==> src/rtl/aud_i2s_rx.sv <==
`timescale 1ns/1ps
`default_nettype none
// ============================================================================
// Module   : aud_i2s_rx
// Brief    : I2S capture receiver for the WM8731 ADC path. Oversamples the
//            codec lines in the system clock domain and emits stereo samples
//            with the SRAM word address at which they are stored.
// Revision : 1.0 - initial release
// ============================================================================
module aud_i2s_rx #(
    parameter int                DATA_W   = 16,
    parameter int                ADDR_W   = 20,
    parameter logic [ADDR_W-1:0] MAX_ADDR = 20'hFFFFF
) (
    input  logic              i_clk,
    input  logic              i_rst_n,
    input  logic              i_start,
    input  logic              i_pause,
    input  logic              i_stop,
    input  logic              i_AUD_BCLK,
    input  logic              i_AUD_ADCLRCK,
    input  logic              i_AUD_ADCDAT,
    output logic [DATA_W-1:0] o_left,
    output logic [DATA_W-1:0] o_right,
    output logic              o_valid,
    output logic [ADDR_W-1:0] o_addr,
    output logic              o_full,
    output logic              o_frame_err,
    output logic [1:0]        o_state
);

    localparam int               CNT_W      = $clog2(DATA_W + 1);
    localparam logic [CNT_W-1:0] c_cnt_full = CNT_W'(DATA_W);
    localparam logic [CNT_W-1:0] c_cnt_last = CNT_W'(DATA_W - 1);

    typedef enum logic [1:0] {
        ST_IDLE   = 2'd0,
        ST_ALIGN  = 2'd1,
        ST_RECORD = 2'd2,
        ST_PAUSED = 2'd3
    } state_t;

    state_t r_state;
    state_t w_state_nxt;

    logic r_bclk_s1, r_bclk_s2, r_bclk_s3;
    logic r_lrck_s1, r_lrck_s2;
    logic r_dat_s1,  r_dat_s2;
    logic r_lrck_prev;

    logic [DATA_W-1:0] r_shift;
    logic [DATA_W-1:0] r_left_hold;
    logic [CNT_W-1:0]  r_bit_cnt;

    logic w_bclk_rise;
    logic w_boundary;
    logic w_fall_bnd;
    logic w_rise_bnd;
    logic w_cnt_full;
    logic w_last_bit;
    logic w_emit;
    logic w_err;
    logic w_latch_left;
    logic w_clear_addr;
    logic w_addr_end;

    assign w_bclk_rise = r_bclk_s2 & ~r_bclk_s3;
    assign w_boundary  = w_bclk_rise & (r_lrck_s2 ^ r_lrck_prev);
    assign w_fall_bnd  = w_boundary & ~r_lrck_s2;
    assign w_rise_bnd  = w_boundary &  r_lrck_s2;
    assign w_cnt_full  = (r_bit_cnt == c_cnt_full);
    assign w_last_bit  = w_bclk_rise & ~w_boundary & (r_bit_cnt == c_cnt_last);
    assign w_addr_end  = o_valid & (o_addr == MAX_ADDR);

    assign o_state = r_state;

    always_ff @(posedge i_clk or negedge i_rst_n) begin
        if (!i_rst_n) begin
            r_state <= ST_IDLE;
        end else begin
            r_state <= w_state_nxt;
        end
    end

    always_comb begin
        w_state_nxt  = r_state;
        w_emit       = 1'b0;
        w_err        = 1'b0;
        w_latch_left = 1'b0;
        w_clear_addr = 1'b0;
        if (i_stop) begin
            w_state_nxt  = ST_IDLE;
            w_clear_addr = 1'b1;
        end else if (w_addr_end) begin
            w_state_nxt = ST_IDLE;
        end else if (i_pause && (r_state == ST_RECORD || r_state == ST_ALIGN)) begin
            w_state_nxt = ST_PAUSED;
        end else begin
            case (r_state)
                ST_IDLE: begin
                    if (i_start) begin
                        w_state_nxt  = ST_ALIGN;
                        w_clear_addr = 1'b1;
                    end
                end
                ST_PAUSED: begin
                    if (i_start) begin
                        w_state_nxt = ST_ALIGN;
                    end
                end
                ST_ALIGN: begin
                    if (w_fall_bnd) begin
                        w_state_nxt = ST_RECORD;
                    end
                end
                ST_RECORD: begin
                    // Left half ends at the rising boundary; right half ends
                    // at the falling one, which also opens the next left half.
                    if (w_rise_bnd) begin
                        if (w_cnt_full) begin
                            w_latch_left = 1'b1;
                        end else begin
                            w_err       = 1'b1;
                            w_state_nxt = ST_ALIGN;
                        end
                    end else if (w_fall_bnd) begin
                        w_err = ~w_cnt_full;
                    end else if (w_last_bit && r_lrck_s2) begin
                        w_emit = 1'b1;
                    end
                end
                default: w_state_nxt = ST_IDLE;
            endcase
        end
    end

    always_ff @(posedge i_clk or negedge i_rst_n) begin
        if (!i_rst_n) begin
            r_bclk_s1   <= 1'b0;
            r_bclk_s2   <= 1'b0;
            r_bclk_s3   <= 1'b0;
            r_lrck_s1   <= 1'b0;
            r_lrck_s2   <= 1'b0;
            r_dat_s1    <= 1'b0;
            r_dat_s2    <= 1'b0;
            r_lrck_prev <= 1'b0;
            r_shift     <= '0;
            r_bit_cnt   <= '0;
            r_left_hold <= '0;
            o_left      <= '0;
            o_right     <= '0;
            o_valid     <= 1'b0;
            o_frame_err <= 1'b0;
            o_addr      <= '0;
            o_full      <= 1'b0;
        end else begin
            r_bclk_s1 <= i_AUD_BCLK;
            r_bclk_s2 <= r_bclk_s1;
            r_bclk_s3 <= r_bclk_s2;
            r_lrck_s1 <= i_AUD_ADCLRCK;
            r_lrck_s2 <= r_lrck_s1;
            r_dat_s1  <= i_AUD_ADCDAT;
            r_dat_s2  <= r_dat_s1;

            // Boundary rise is the I2S delay slot: clear, do not shift.
            if (w_bclk_rise) begin
                r_lrck_prev <= r_lrck_s2;
                if (w_boundary) begin
                    r_bit_cnt <= '0;
                end else if (!w_cnt_full) begin
                    r_shift   <= {r_shift[DATA_W-2:0], r_dat_s2};
                    r_bit_cnt <= r_bit_cnt + CNT_W'(1);
                end
            end

            if (w_latch_left) begin
                r_left_hold <= r_shift;
            end

            o_valid     <= w_emit;
            o_frame_err <= w_err;
            if (w_emit) begin
                o_left  <= r_left_hold;
                o_right <= {r_shift[DATA_W-2:0], r_dat_s2};
            end

            if (w_clear_addr) begin
                o_addr <= '0;
                o_full <= 1'b0;
            end else if (w_addr_end) begin
                o_full <= 1'b1;
            end else if (o_valid) begin
                o_addr <= o_addr + ADDR_W'(1);
            end
        end
    end

endmodule
`default_nettype wire

==> config.mk <==
export PLATFORM = sky130hd
export DESIGN_NAME = aud_i2s_rx
export DESIGN_NICKNAME = d
export VERILOG_FILES = /design/src/rtl/aud_i2s_rx.sv
export SDC_FILE = /design/constraint.sdc
export NUM_CORES = 1
export LEC_CHECK = 0
export CAP_MARGIN = 0
export CORE_ASPECT_RATIO = 1.5
export CORE_MARGIN = 8
export CORE_UTILIZATION = 48
export DETAILED_ROUTE_END_ITERATION = 10
export PLACE_DENSITY = 0.78
export SLEW_MARGIN = 0
export SYNTH_ARGS = -nofsm -noshare
export SYNTH_HDL_FRONTEND = slang
export SYNTH_SLANG_ARGS = --single-unit
==> constraint.sdc <==
create_clock -name i_clk -period 2.2 [get_ports i_clk]
set_clock_uncertainty 0.1 [all_clocks]
set_input_delay 0.22 -clock i_clk [delete_from_list [all_inputs] [get_ports i_clk]]
set_output_delay 0.22 -clock i_clk [all_outputs]
set_load 0.005 [all_outputs]
==> results.sh, run 1 <==
export IMPL_antenna_left=0
export IMPL_cts_root_buf="clkbuf_16"
export IMPL_slew_viol_final=0
export IMPL_htreeDepth=3
export IMPL_post_synth_top_count_cell="dfrtp_1"
export IMPL_fmax_ghz=0.469
export IMPL_powerDensity_nw_per_um2=738
export IMPL_cp_required_ns=2.36
export IMPL_synth_top_area_cell="dfrtp_1"
export IMPL_syn_inst=328
export IMPL_die_x_um=92.9
export IMPL_synth_area_leaders="dfrtp_1, mux2_2, ha_1"
export IMPL_drtPass1Iterations=4
export IMPL_gp_congestion=0.852
export IMPL_clockBufferDepth=2
export IMPL_synth_top_area_share_pct=60.0
export IMPL_hold_depth=1
export IMPL_criticalPathCategory="reg -> reg"
export IMPL_cts_made_buffers=9
export IMPL_hold_slack_ns=0.213
export IMPL_worstMarginPinSlew_ns=0.513
export IMPL_routedWlPerCell_um=17.1
export IMPL_overflow=0
export IMPL_drive_gt1_share_pct=31.9
export IMPL_rsz0062_at_grt="false"
export IMPL_worst_path_max_fanout=7
export IMPL_fin_cells=558
export IMPL_design_die_area_um2=12200
export IMPL_grt_pass1_vias=3335
export IMPL_antenna_cells=0
export IMPL_hold_class="in -> reg"
export IMPL_yosysSeqAreaShare_pct=60.0
export IMPL_drc=0
export IMPL_seqPwrFrac_pct=50.0
export IMPL_post_place_cells=532
export IMPL_via_count=3040
export IMPL_period_needed_ns=2.13
export IMPL_startpoint_type="register"
export IMPL_grtUsageTotal_pct=16.3
export IMPL_intPower_mw=3.21
export IMPL_vdd_drop_max_v=0.000678
export IMPL_min_period_over_period_pct=96.8
export IMPL_fp_coreArea_um2=8720
export IMPL_multi_input_area_um2=1660
export IMPL_setup_tns_ns=0
export IMPL_insertion_delay_ns=0.34
export IMPL_start_util_pct=48.8
export IMPL_grt_pass1_wl_um=15900
export IMPL_reg2regPathDepth=6
export IMPL_cp_slowest_cell="or4_4"
export IMPL_slew_headroom_pct=65.8
export IMPL_grt_max_degree=38
export IMPL_register_area_um2=2550
export IMPL_cp_cell_sequence="nand4_1, or4_4, or2_4, a41o_4, buf_4, a21oi_1"
export IMPL_synth_cell_types=38
export IMPL_pwr_share_comb_pct=11.6
export IMPL_power_leakage_nw=2.64
export IMPL_p_clk_share_pct=38.4
export IMPL_dpl_hpwl_um=6670
export IMPL_cts_tree="yes"
export IMPL_cp_end_kind="register"
export IMPL_synthTopCellsByCount="dfrtp_1, mux2_2, nor2_1"
export IMPL_status="finished, final reports clean"
export IMPL_totalWireLength_um=9540
export IMPL_ys_ff_latch=102
export IMPL_row_count=42
export IMPL_synth_nets=343
export IMPL_fill_cells=644
export IMPL_ys_flop_type="dfrtp_1"
export IMPL_finalHoldViolCount=0
export IMPL_synth_cell_area_um2=4250
export IMPL_ys_async_sr_fraction_pct=100
export IMPL_vias_per_cell=5.45
export IMPL_cts_sinks=102
export IMPL_slowest_delay_ns=0.57
export IMPL_syn_to_final_growth_pct=35.7
export IMPL_sw_frac_of_total_pct=24.7
export IMPL_clkTransAtPathRegs_ns=0.07
export IMPL_power_switching_mw=1.05
export IMPL_yosysWarnings=0
export IMPL_initialDrtViolationCount=107
export IMPL_antenna_found_initial=0
export IMPL_numPortBuffers=64
export IMPL_drv_cap=0
export IMPL_setup_viol=0
export IMPL_syn_area_per_cell_um2=13.0
export IMPL_arrival_ns=2.29
export IMPL_die_y_um=131
export IMPL_nets=458
export IMPL_synth_edff_count=0
export IMPL_io_pin_count=65
cell families after synthesis:
group,share of synthesized area [%]
xor+xnor,2.68
mux,17.7
flops,60.0
buf+inv,1.85
simple gates,10.4
compound gates,5.27
fa+ha+maj,2.06
cell usage in the layout, fill, tap and decap left out, types with 3 or more instances in the layout:
master	count
dfrtp_1	102
mux2_2	65
clkdlybuf4s50_1	63
buf_4	43
nor2_1	21
nand2_1	18
nand3_1	11
a21oi_1	9
o21ai_0	9
clkbuf_16	9
inv_1	8
xor2_1	8
nand4_1	7
ha_1	7
and3_1	5
nor3_1	5
xnor2_1	5
buf_12	5
nor4_1	3
o31ai_1	3
a211oi_2	3
routing by layer:
layer | share of wire, % | track usage [%] | wire, um
met5 | 0 | 0 | 0
met1 | 39 | 17.3 | 3720
met2 | 53 | 27.9 | 5050
met3 | 5.2 | 4.62 | 497
met4 | 2.8 | 9.00 | 267
power groups by stage:
stage / registers (mW) / clock network (mW) / logic (mW)
detailed placement: 2.17 / 0 / 0.475
floorplan: 2.13 / 0 / 0.286
finish: 2.13 / 1.64 / 0.493
global route: 2.15 / 1.73 / 0.552
global placement: 2.15 / 0 / 0.455
CTS: 2.13 / 1.67 / 0.494
worst max-delay path: cells and delay by family, from the launching register on:
| kind | cells | cell delay, ns |
|---|---|---|
| flops | 1 | 0.37 |
| simple gates | 3 | 0.99 |
| buf+inv | 1 | 0.17 |
| compound gates | 2 | 0.41 |
repair_timing:
action | 4_1_cts | 5_1_grt
gates resized for setup | 5 | 4
hold buffers | 1 | 0
gates cloned | 0 | 0
hold endpoints to repair | 35 | 0
endpoints found under the setup margin | 61 | 62
buffers inserted | 6 | 3
pin swaps | 2 | 6
registers in the layout (all words and copies together) (netlist names):
signal / cells
r_lrck_s2: 1
r_shift: 16
r_lrck_prev: 1
r_bclk_s2: 1
r_bit_cnt: 5
o_addr: 20
o_valid: 1
r_left_hold: 16
r_bclk_s1: 1
o_state: 2
r_dat_s1: 1
r_bclk_s3: 1
o_right: 16
r_lrck_s1: 1
o_left: 16
o_frame_err: 1
r_dat_s2: 1
o_full: 1
worst paths after layout:
kind	start	end	slack [ns]
worst max-delay path	o_addr[19]	o_full	0.07
worst min-delay path	i_AUD_ADCDAT	r_dat_s1	0.21
worst max register to register	o_addr[19]	o_full	0.07
worst min register to register	r_bclk_s1	r_bclk_s2	0.25
max in group asynchronous	i_rst_n	r_left_hold[0]	1.13
min in group asynchronous	i_rst_n	o_addr[15]	0.29
layout make-up:
type / instances / area share (%)
Clock buffer: 11 / 4.38
Clock inverter: 5 / 1.11
Inverter: 8 / 0.520
Multi-Input combinational cell: 209 / 28.8
Sequential cell: 102 / 44.2
Tap cell: 110 / 2.38
Timing Repair Buffer: 113 / 18.6
metrics by stage:
step | total power [mW] | setup slack, ns | area [um^2] | util, %
detailed placement | 2.64 | -0.0806 | 5340 | 61.2
finish | 4.26 | 0.0696 | 5770 | 66.2
floorplan | 2.41 | -0.0340 | 4260 | -
global placement | 2.61 | -0.00343 | 5340 | 61.2
global route | 4.44 | 0.00228 | 5770 | 66.2
CTS | 4.30 | 0.0149 | 5730 | 65.7
Power figures use the tool's default switching activity.
==> inputs of run 2 (changes only) <==
==> constraint.sdc (replaced) <==
create_clock -name i_clk -period 1.76 [get_ports i_clk]
set_clock_uncertainty 0.1 [all_clocks]
set_input_delay 0.176 -clock i_clk [delete_from_list [all_inputs] [get_ports i_clk]]
set_output_delay 0.176 -clock i_clk [all_outputs]
set_load 0.005 [all_outputs]
==> run 2 against run 1 <==
Against the previous run:
- the run now ends with setup timing left
- flip-flop and latch count did not move
- cell count grew 6.8%
- core utilization is 9.7 points higher
- largest power group unchanged
- die area unchanged
- non-clock buffer count up 38
- combinational power rose by 97%
- global-route usage increased by 2.5 points
- largest cell class unchanged
- setup slack worse by 0.37 ns
==> results.sh, run 2 (same netlist as run 1, synthesis figures left out) <==
export IMPL_setup_viol=88
export IMPL_final_common_cell="dfrtp_1"
export IMPL_setup_tns_ns=-17.35
export IMPL_clockBufferDepth=2
export IMPL_grt_pass1_wl_um=18100
export IMPL_arrival_ns=2.18
export IMPL_numPortBuffers=64
export IMPL_fin_cells=596
export IMPL_die_y_um=131
export IMPL_initialDrtViolationCount=117
export IMPL_status="complete, but fails checks"
export IMPL_insertion_delay_ns=0.34
export IMPL_criticalPathCategory="reg -> reg"
export IMPL_fin_total_pwr_mw=5.59
export IMPL_rsz0062_at_grt="true"
export IMPL_fmax_ghz=0.486
export IMPL_power_leakage_nw=3.05
export IMPL_powerDensity_nw_per_um2=845
export IMPL_layout_common_cells="dfrtp_1, buf_4, mux2_4"
export IMPL_cp_cell_sequence="inv_1, ha_4, nand2_2, nand3_2, nor2_2, and3_4, buf_6, clkbuf_16, mux2_4"
export IMPL_period_needed_ns=2.06
export IMPL_slew_headroom_pct=63.0
export IMPL_min_from="i_AUD_BCLK"
export IMPL_pre_cts_ws_ns=-0.336
export IMPL_r2r_start="o_state[0]"
export IMPL_drc=0
export IMPL_drtPass1Iterations=4
export IMPL_cp_slowest_cell="dfrtp_1"
export IMPL_design_die_area_um2=12200
export IMPL_worstMarginPinSlew_ns=0.555
export IMPL_fin_ws_ns=-0.296
export IMPL_via_count=3301
export IMPL_htreeDepth=3
export IMPL_startpoint_type="register"
export IMPL_placed_area_um2=5720
export IMPL_grtUsageTotal_pct=18.8
export IMPL_row_count=42
export IMPL_totalWireLength_um=12600
export IMPL_utilization_pct=75.9
export IMPL_cts_made_buffers=9
export IMPL_slowest_delay_ns=0.38
export IMPL_cp_required_ns=1.88
export IMPL_cp_end_kind="register"
export IMPL_clkTransAtPathRegs_ns=0.06
export IMPL_grt_max_degree=103
export IMPL_hold_slack_ns=0.174
export IMPL_setup_worst_path_start="o_state[0]"
export IMPL_dpl_hpwl_um=6860
export IMPL_routedWlPerCell_um=21.1
export IMPL_worst_path_max_fanout=4
export IMPL_slew_viol_final=0
export IMPL_overflow=0
export IMPL_final_area_um2=6620
export IMPL_start_util_pct=48.8
export IMPL_drv_cap=0
export IMPL_antenna_cells=0
export IMPL_drive_gt1_share_pct=42.6
export IMPL_antenna_found_initial=0
export IMPL_antenna_left=0
export IMPL_nets=496
export IMPL_finalHoldViolCount=0
export IMPL_grt_pass1_vias=3522
export IMPL_cts_root_buf="clkbuf_16"
export IMPL_largest_reg_flops=20
export IMPL_io_pin_count=65
export IMPL_cts_sinks=102
export IMPL_die_x_um=92.9
export IMPL_fp_coreArea_um2=8720
export IMPL_hold_class="in -> reg"
export IMPL_vias_per_cell=5.54
export IMPL_cts_tree="yes"
export IMPL_largest_register="o_addr"
export IMPL_post_place_cells=560
export IMPL_violations="setup timing"
export IMPL_min_period_over_period_pct=117
export IMPL_syn_to_final_growth_pct=55.6
export IMPL_gp_congestion=0.879
export IMPL_vdd_drop_max_v=0.000745
==> run 2: cell types whose count changed in the layout (fill, tap and decap cells not counted), moves of 4 or more <==
cell | previous run | this run
a21oi_1 | 9 | 5
mux2_2 | 65 | 1
buf_6 | 1 | 9
nor2_2 | 1 | 5
nor2_1 | 21 | 14
mux2_4 | 0 | 64
buf_4 | 43 | 65
==> run 2: final timing paths <==
| path | to | slack (ns) | depth (start not counted) |
|---|---|---|---|
| max in group asynchronous | r_lrck_s2 | 0.80 | 3 |
| worst max register to register | o_right[13] | -0.30 | 9 |
| worst min register to register | r_bclk_s2 | 0.25 | 0 |
| min in group asynchronous | o_addr[9] | 0.31 | 3 |
| worst max-delay path | o_right[13] | -0.30 | 9 |
| worst min-delay path | r_bclk_s1 | 0.17 | 1 |
==> run 2: area by class of cell <==
| cell class | instances | area, um^2 |
|---|---|---|
| inverter | 8 | 30.0 |
| timing repair buffer | 151 | 1520 |
| clock inverter | 4 | 47.5 |
| sequential | 102 | 2550 |
| clock buffer | 12 | 236 |
| tap | 110 | 138 |
| fill | 539 | 2110 |
| multi-input combinational | 209 | 2090 |
==> run 2: timing repair <==
action | 4_1_cts | 5_1_grt
setup endpoints to repair | 88 | 93
hold buffers | 1 | 0
pin swaps | 12 | 15
setup buffers | 9 | 6
cloned | 4 | 2
endpoints found under the hold margin | 102 | 0
gates resized for setup | 39 | 44
==> run 2: layer usage <==
layer | share of wire (%) | global-route usage (%) | vias up
li1 | - | - | 1470
met5 | 0 | 0 | -
met4 | 3.3 | 9.09 | 0
met2 | 53 | 31.3 | 97
met3 | 5.0 | 4.05 | 30
met1 | 39 | 22.0 | 1704
==> run 2: where the power goes <==
group	internal (mW)	total [mW]	leakage, nW	switching [mW]
combinational	0.537	0.973	1.53	0.437
clock	1.10	1.93	0.137	0.826
sequential	2.50	2.69	1.39	0.190
total	4.14	5.59	3.05	1.45
==> run 2: critical path, delay by kind of cell (launching register included) <==
kind          cells  cell delay, ns
mux               1            0.30
fa+ha+maj         1            0.21
buf+inv           3            0.39
flops             1            0.38
simple gates      4            0.55
